### config.mk
export PLATFORM = sky130hd
export DESIGN_NAME = qos_wrr_scheduler
export DESIGN_NICKNAME = d
export VERILOG_FILES = /design/src/rtl/qos_wrr_scheduler.sv
export SDC_FILE = /design/constraint.sdc
export NUM_CORES = 1
export LEC_CHECK = 0
export CAP_MARGIN = 20
export CORE_AREA = 10 10 57 59
export DETAILED_ROUTE_END_ITERATION = 10
export DIE_AREA = 0 0 67 69
export PLACE_DENSITY = 0.7
export SYNTH_ARGS = -nofsm -noshare
export SYNTH_HDL_FRONTEND = slang
export SYNTH_SLANG_ARGS = --single-unit
### constraint.sdc
create_clock -name CLK -period 2.7 [get_ports CLK]
set_input_delay 0.54 -clock CLK [delete_from_list [all_inputs] [get_ports CLK]]
set_output_delay 0.54 -clock CLK [all_outputs]
set_load 0.01 [all_outputs]
### src/rtl/qos_wrr_scheduler.sv
// Weighted round-robin drain of four VC FIFOs onto one egress path with 1-cycle read latency.
// Optional VC0 strict priority is enabled by defining QOS_STRICT_PRIO_EN.
module qos_wrr_scheduler #(
  parameter int unsigned W0    = 4,
  parameter int unsigned W1    = 3,
  parameter int unsigned W2    = 2,
  parameter int unsigned W3    = 1,
  parameter int unsigned CNT_W = 4
) (
  input  logic       CLK,
  input  logic       RESET_L,
  input  logic       ENABLE,
  input  logic [3:0] EMPTY_IN,
  input  logic [3:0] ALMOST_EMPTY_IN,
  input  logic       DEST_FULL_IN,
  output logic [3:0] POP_OUT,
  output logic [1:0] VC_SEL_OUT,
  output logic       VALID_OUT,
  output logic       IDLE_OUT
);

  typedef enum logic [1:0] {
    ST_IDLE   = 2'd0,
    ST_SELECT = 2'd1,
    ST_SERVE  = 2'd2
  } state_e;

  localparam logic [CNT_W-1:0] WT0 = CNT_W'(W0);
  localparam logic [CNT_W-1:0] WT1 = CNT_W'(W1);
  localparam logic [CNT_W-1:0] WT2 = CNT_W'(W2);
  localparam logic [CNT_W-1:0] WT3 = CNT_W'(W3);
  localparam logic [3:0] WT_NZ = {(W3 != 32'd0), (W2 != 32'd0), (W1 != 32'd0), (W0 != 32'd0)};

  function automatic logic [CNT_W-1:0] weight_of(input logic [1:0] vc);
    case (vc)
      2'd0:    weight_of = WT0;
      2'd1:    weight_of = WT1;
      2'd2:    weight_of = WT2;
      2'd3:    weight_of = WT3;
      default: weight_of = WT3;
    endcase
  endfunction

  // Returns {found, index}; scanning far-to-near lets the VC nearest the pointer win.
  function automatic logic [2:0] rr_pick(input logic [3:0] elig, input logic [1:0] ptr);
    logic [1:0] idx;
    rr_pick = 3'b000;
    for (int k = 3; k >= 0; k--) begin
      idx = ptr + 2'(k);
      if (elig[idx]) begin
        rr_pick = {1'b1, idx};
      end else begin
        rr_pick = rr_pick;
      end
    end
  endfunction

  state_e           state_q, state_d;
  logic [1:0]       rr_ptr_q, rr_ptr_d;
  logic [1:0]       cur_vc_q, cur_vc_d;
  logic [CNT_W-1:0] credit_q, credit_d;
  logic             valid_q;
  logic [1:0]       vc_sel_q;
  logic             idle_q;

  logic [3:0] elig_s;
  logic [2:0] sel_s;
  logic       preempt_s;
  logic       pop_ok_s;

  assign elig_s = ~EMPTY_IN & WT_NZ;

  // Winner of the next SELECT and whether the current burst must yield to VC0.
  always_comb begin
`ifdef QOS_STRICT_PRIO_EN
    if (elig_s[0]) begin
      sel_s = 3'b100;
    end else begin
      sel_s = rr_pick(elig_s, rr_ptr_q);
    end
    preempt_s = (cur_vc_q != 2'd0) && elig_s[0];
`else
    sel_s     = rr_pick(elig_s, rr_ptr_q);
    preempt_s = 1'b0;
`endif
  end

  // Mealy pop strobe; the weight guard keeps a zero-weight VC from ever being read.
  always_comb begin
    POP_OUT  = 4'b0000;
    pop_ok_s = (state_q == ST_SERVE) && ENABLE && !EMPTY_IN[cur_vc_q] &&
               !DEST_FULL_IN && WT_NZ[cur_vc_q];
    if (pop_ok_s) begin
      POP_OUT = 4'b0001 << cur_vc_q;
    end else begin
      POP_OUT = 4'b0000;
    end
  end

  // Next-state logic; EMPTY is tested before backpressure so an empty VC always exits.
  always_comb begin
    state_d  = state_q;
    rr_ptr_d = rr_ptr_q;
    cur_vc_d = cur_vc_q;
    credit_d = credit_q;
    if (!ENABLE) begin
      state_d = ST_IDLE;
    end else begin
      case (state_q)
        ST_IDLE: begin
          if (|elig_s) begin
            state_d = ST_SELECT;
          end else begin
            state_d = ST_IDLE;
          end
        end
        ST_SELECT: begin
          if (sel_s[2]) begin
            cur_vc_d = sel_s[1:0];
            credit_d = weight_of(sel_s[1:0]);
            state_d  = ST_SERVE;
          end else begin
            state_d = ST_IDLE;
          end
        end
        ST_SERVE: begin
          if (EMPTY_IN[cur_vc_q]) begin
            state_d  = ST_SELECT;
            rr_ptr_d = cur_vc_q + 2'd1;
          end else if (pop_ok_s) begin
            credit_d = credit_q - CNT_W'(1);
            if ((credit_q == CNT_W'(1)) || ALMOST_EMPTY_IN[cur_vc_q] || preempt_s) begin
              state_d  = ST_SELECT;
              rr_ptr_d = cur_vc_q + 2'd1;
            end else begin
              state_d = ST_SERVE;
            end
          end else begin
            state_d = ST_SERVE;
          end
        end
        default: begin
          state_d = ST_IDLE;
        end
      endcase
    end
  end

  // State, arbitration and registered output flops.
  always_ff @(posedge CLK or negedge RESET_L) begin
    if (!RESET_L) begin
      state_q  <= ST_IDLE;
      rr_ptr_q <= 2'd0;
      cur_vc_q <= 2'd0;
      credit_q <= '0;
      valid_q  <= 1'b0;
      vc_sel_q <= 2'd0;
      idle_q   <= 1'b1;
    end else begin
      state_q  <= state_d;
      rr_ptr_q <= rr_ptr_d;
      cur_vc_q <= cur_vc_d;
      credit_q <= credit_d;
      valid_q  <= |POP_OUT;
      vc_sel_q <= cur_vc_q;
      idle_q   <= (state_d == ST_IDLE);
    end
  end

  assign VALID_OUT  = valid_q;
  assign VC_SEL_OUT = vc_sel_q;
  assign IDLE_OUT   = idle_q;

endmodule

# ---- After elaboration in Yosys (flattened, before gate mapping)
# Cells that the tools add are included.
dict set report op_classes {
  n_addsub 5
  n_mul 0
  div_mod_pow 0
  magnitude_cmp 5
  n_eq_ne 9
  shift 1
  n_mux 34
  n_bitwise 1
  n_reduce_logical 18
}
# op n
set ops {}
lappend ops {{$mux 2} 8}
lappend ops {{$mux 4} 4}
lappend ops {{$pmux 4 s4} 1}
lappend ops {{$lt 2x3->1 const B} 5}
lappend ops {{$bmux 1 s2} 7}
lappend ops {{$mux 3} 4}
lappend ops {{$mux 1} 8}
lappend ops {{$pmux 4 s2} 1}
lappend ops {{$reduce_or 4->1} 2}
lappend ops {{$eq 2x2->1 const B} 3}
lappend ops {{$logic_not 2->1} 3}
lappend ops {{$ne 2x2->1 const B} 3}
lappend ops {{$pmux 2 s3} 1}
lappend ops {{$reduce_bool 2->1} 3}
lappend ops {{$reduce_and 5->1} 1}
lappend ops {{$add 2x1->2 const B} 2}
lappend ops {{$add 2x2->2 const B} 2}
lappend ops {{$eq 2x1->1 const B} 2}
lappend ops {{$eq 4x1->1 const B} 1}
lappend ops {{$logic_and 1x1->1} 4}
lappend ops {{$not 4->4} 1}
lappend ops {{$reduce_and 4->1} 1}
lappend ops {{$shl 1x2->4 const A} 1}
lappend ops {{$sub 4x1->4 const B} 1}
lappend ops {{other kinds (3)} 4}
dict set report word_totals {
  reg_bits 14
  latchBits 0
  mem_bits_rw 0
  rom_bits 0
  input_bits 12
  n_memories 0
}

# ---- Depth between registers and ports, before layout
dict set report depth {
  word_depth 11
  depth_mapped 9
}

# ---- Worst setup path before layout
# Ideal clock, no wire load.
dict set report synth_timing {
  path_kind {in2out}
  start {input EMPTY_IN[3]}
  end {output POP_OUT[0]}
  arrival_ps 1404
  required_time_ps 2160
  path_slack_ps 756
  path_stages 3
  n_path_buf 0
  cell_sequence {mux4_2 nor2_1 and2_1}
}
dict set report synth_via {
  elab_chain_cells 7
}
# item line_no
set synth_lines {}
lappend synth_lines {{start: declaration} 13} ;# input logic [3:0] EMPTY_IN,
lappend synth_lines {{$bmux 1 s2} 91} ;# pop_ok_s = (state_q == ST_SERVE) && ENABLE && !EMPTY_IN[cur_vc_q] &&
lappend synth_lines {{$mux 1 (implied by the code)} 91}
lappend synth_lines {{$logic_not 1->1} 91}
lappend synth_lines {{$logic_and 1x1->1 (2 in series)} 91}
lappend synth_lines {{$logic_and 1x1->1} 92} ;# !DEST_FULL_IN && WT_NZ[cur_vc_q];
lappend synth_lines {{$mux 4} 93} ;# if (pop_ok_s) begin
lappend synth_lines {{end: declaration} 16} ;# output logic [3:0] POP_OUT,
# No other way between the ends. The select of a mux whose other input is x is not followed.

# ---- Worst setup path in the final report
dict set report layout_timing {
  start {input EMPTY_IN[3]}
  end {output POP_OUT[2]}
}
# Same word-level chain as after synthesis.

==> impl_metrics.env <==
export IMPL_critPathLaunch="EMPTY_IN[3]"
export IMPL_cts_tree="built"
export IMPL_rrSetupSlack_ns=0.80
export IMPL_clock_latency_ns=0.29
export IMPL_design_portCount=20
export IMPL_worst_slew_pin_transition_ns=0.651
export IMPL_path_depth=5
export IMPL_ys_ff_latch=14
export IMPL_drc=0
export IMPL_timing_rr_end="credit_q[0]"
export IMPL_layout_drive_gt1_share_pct=17.6
export IMPL_path_max_fanout=5
export IMPL_grt_max_degree=15
export IMPL_switching_power_uw=372
export IMPL_synth_cells=94
export IMPL_fmax_ghz=0.386
export IMPL_min_delay_start="credit_q[3]"
export IMPL_cts_made_buffers=3
export IMPL_initialDrtViolationCount=11
export IMPL_cp_end_kind="output pin"
export IMPL_outcome="finished, final reports clean"
export IMPL_grt_setup_unrepaired="no"
export IMPL_setup_worst_path_start_class="input pin"
export IMPL_cts_hold_buffers=0
export IMPL_wirelength_mm=2.20
export IMPL_port_buffers=19
export IMPL_synth_nets=115
export IMPL_ys_types=37
export IMPL_ant_nets=0
export IMPL_drv_cap=0
export IMPL_clkSinkCount=14
export IMPL_critPathTopFamily="buffers and inverters"
export IMPL_ys_seq_area_share_pct=37.2
export IMPL_core_area_sq_um=2150
export IMPL_syn_to_final_growth_pct=33.2
export IMPL_die_h_um=69
export IMPL_min_path_type="flip-flop to flip-flop"
export IMPL_cp_endpoint="POP_OUT[2]"
export IMPL_grt_overflow_total=0
export IMPL_period_needed_ns=2.59
export IMPL_path_clk_slew_ns=0.08
export IMPL_power_density_nw_per_um2=755
export IMPL_crit_slowest_cell="mux4_2"
export IMPL_antenna_found_initial=0
export IMPL_synth_edf_count=0
export IMPL_grt_util_all_layers_pct=10.8
export IMPL_ir_drop_mv=0.532
export IMPL_start_util_pct=44.0
export IMPL_final_cell_mix="clkdlybuf4s50_1, dfrtp_1, nor2_1, ha_1"
export IMPL_root_buffer="clkbuf_4"
export IMPL_p_int_uw=579
export IMPL_finClkSkew_ns=0.00815
export IMPL_grt_pass1_vias=856
export IMPL_ff2ff_path_depth=9
export IMPL_combPwrFrac_pct=49.2
export IMPL_num_antenna_cells=0
export IMPL_synth_area_sq_um=945
export IMPL_finalHoldViolCount=0
export IMPL_setup_viol=0
export IMPL_switching_share_pct=39.1
export IMPL_grt_pass1_wl_mm=4.06
export IMPL_dr_pass1_iters=4
export IMPL_r2r_start="rr_ptr_q[1]"
export IMPL_hpwl_mm=1.78
export IMPL_synthArstFlopShare_pct=100
export IMPL_worstSetupPathType="input pin to output pin"
export IMPL_critPathMaxStageDelay_ns=0.52
export IMPL_yosys_warnings=0
export IMPL_slew_viol_final=0
export IMPL_total_power_uw=951
export IMPL_route_vias_total=807
export IMPL_gp_congestion=0.767
export IMPL_seq_power_share_pct=37.1
export IMPL_wl_met1_um=956
export IMPL_die_area_sq_um=4620
export IMPL_crit_arrival_ns=2.05
export IMPL_max_slew_margin_pct=56.4
export IMPL_fin_util_pct=58.6
export IMPL_min_period_over_period_pct=95.9
export IMPL_cts_htree_levels=1
export IMPL_power_leakage_uw=0.000604
export IMPL_cp_required_ns=2.16
export IMPL_wl_met2_mm=1.08
export IMPL_maxUsedRoutingLayer="met4"
export IMPL_viasPerCell=5.27
export IMPL_clock_path_buffers=2
export IMPL_path_buf_inv=2
export IMPL_p_clk_share_pct=13.7
export IMPL_worstPathCellList="clkdlybuf4s50_1, mux4_2, nor2_4, and2_1, dlygate4sd2_1"
export IMPL_pre_cts_ws_ns=-0.227
export IMPL_synth_main_ff_cell="dfrtp_1"
export IMPL_final_common_cell="clkdlybuf4s50_1"
export IMPL_routedWlPerCell_um=14.4
export IMPL_die_w_um=67
export IMPL_syn_avg_cell_area_sq_um=10.0
export IMPL_wl_met3_um=88
export IMPL_post_cts_buffers=0
export IMPL_row_count=17
export IMPL_setup_ws_ns=0.112
export IMPL_fin_nets=147
==> power groups by stage <==
| stage | Clock (uW) | Sequential (uW) | Combinational (uW) |
|---|---|---|---|
| finish | 130 | 353 | 468 |
| global route | 144 | 368 | 533 |
| CTS | 134 | 353 | 473 |
| detailed placement | 0 | 358 | 465 |
| global placement | 0 | 353 | 452 |
| floorplan | 0 | 355 | 297 |
==> worst min-delay path by stage <==
stage	endpoint	slack [ns]	cells after the start
5_1_grt	VC_SEL_OUT[1]	0.58	0
3_5_place_dp	credit_q[3]	0.53	2
6_report	credit_q[3]	0.54	2
3_3_place_gp	credit_q[3]	0.51	2
2_1_floorplan	VALID_OUT	0.24	0
4_1_cts	credit_q[3]	0.55	2
==> tightest hold or removal path, stage by stage (launching register included) <==
cell,delay (ns)
dfrtp_1,0.38
o31ai_1,0.08
nand2_1,0.06
==> final cells by class <==
cell class                 count  area, sq um
tap                           28         35.0
inverter                       8         30.0
clock buffer                   4         26.3
multi-input combinational     72          571
fill                         193          890
sequential                    14          352
timing repair buffer          27          245
==> state kept, by name, summed over array words and instances, names as in the netlist <==
name,count
state_q,2
IDLE_OUT,1
VC_SEL_OUT,2
credit_q,4
VALID_OUT,1
cur_vc_q,2
rr_ptr_q,2
==> Yosys cell counts, types with 2 or more instances <==
library cell  instances  area, sq um
o31ai_1               2         15.0
nand2_1               4         15.0
nand3_1               2         10.0
a21oi_1               2         10.0
mux2_1                2         22.5
and2_1                4         25.0
nor2b_1               2         12.5
ha_1                  9          113
nor3_1                2         10.0
o21ai_0               6         30.0
mux4_2                2         45.0
a21o_1                2         15.0
inv_1                 8         30.0
nor2_1               11         41.3
dfrtp_1              13          325
mux2_2                2         22.5
==> per-stage QoR <==
step	TNS, ns	hold slack (ns)	std cells	area (sq um)
after floorplan	0	0.244	94	945
after global placement	-0.603	0.513	149	1230
after detailed placement	-0.853	0.528	149	1230
after CTS	0	0.547	153	1260
after global routing	0	0.584	153	1260
final	0	0.545	153	1260
==> per-layer routing <==
layer	vias up	track usage (%)
met4	0	6.79
met1	384	13.8
met5	-	0
met2	20	16.4
met3	9	1.29
li1	394	-
==> kinds of logic after synthesis <==
group	synth area share (%)
simple gates	19.9
flops	37.2
compound gates	17.2
mux	10.6
fa+ha+maj	11.9
buf+inv	3.18
==> what timing repair did <==
item	CTS	global route
hold endpoints to repair	0	0
gates resized for setup	6	0
endpoints found under the setup margin	4	0
Power figures use the tool's default switching activity.
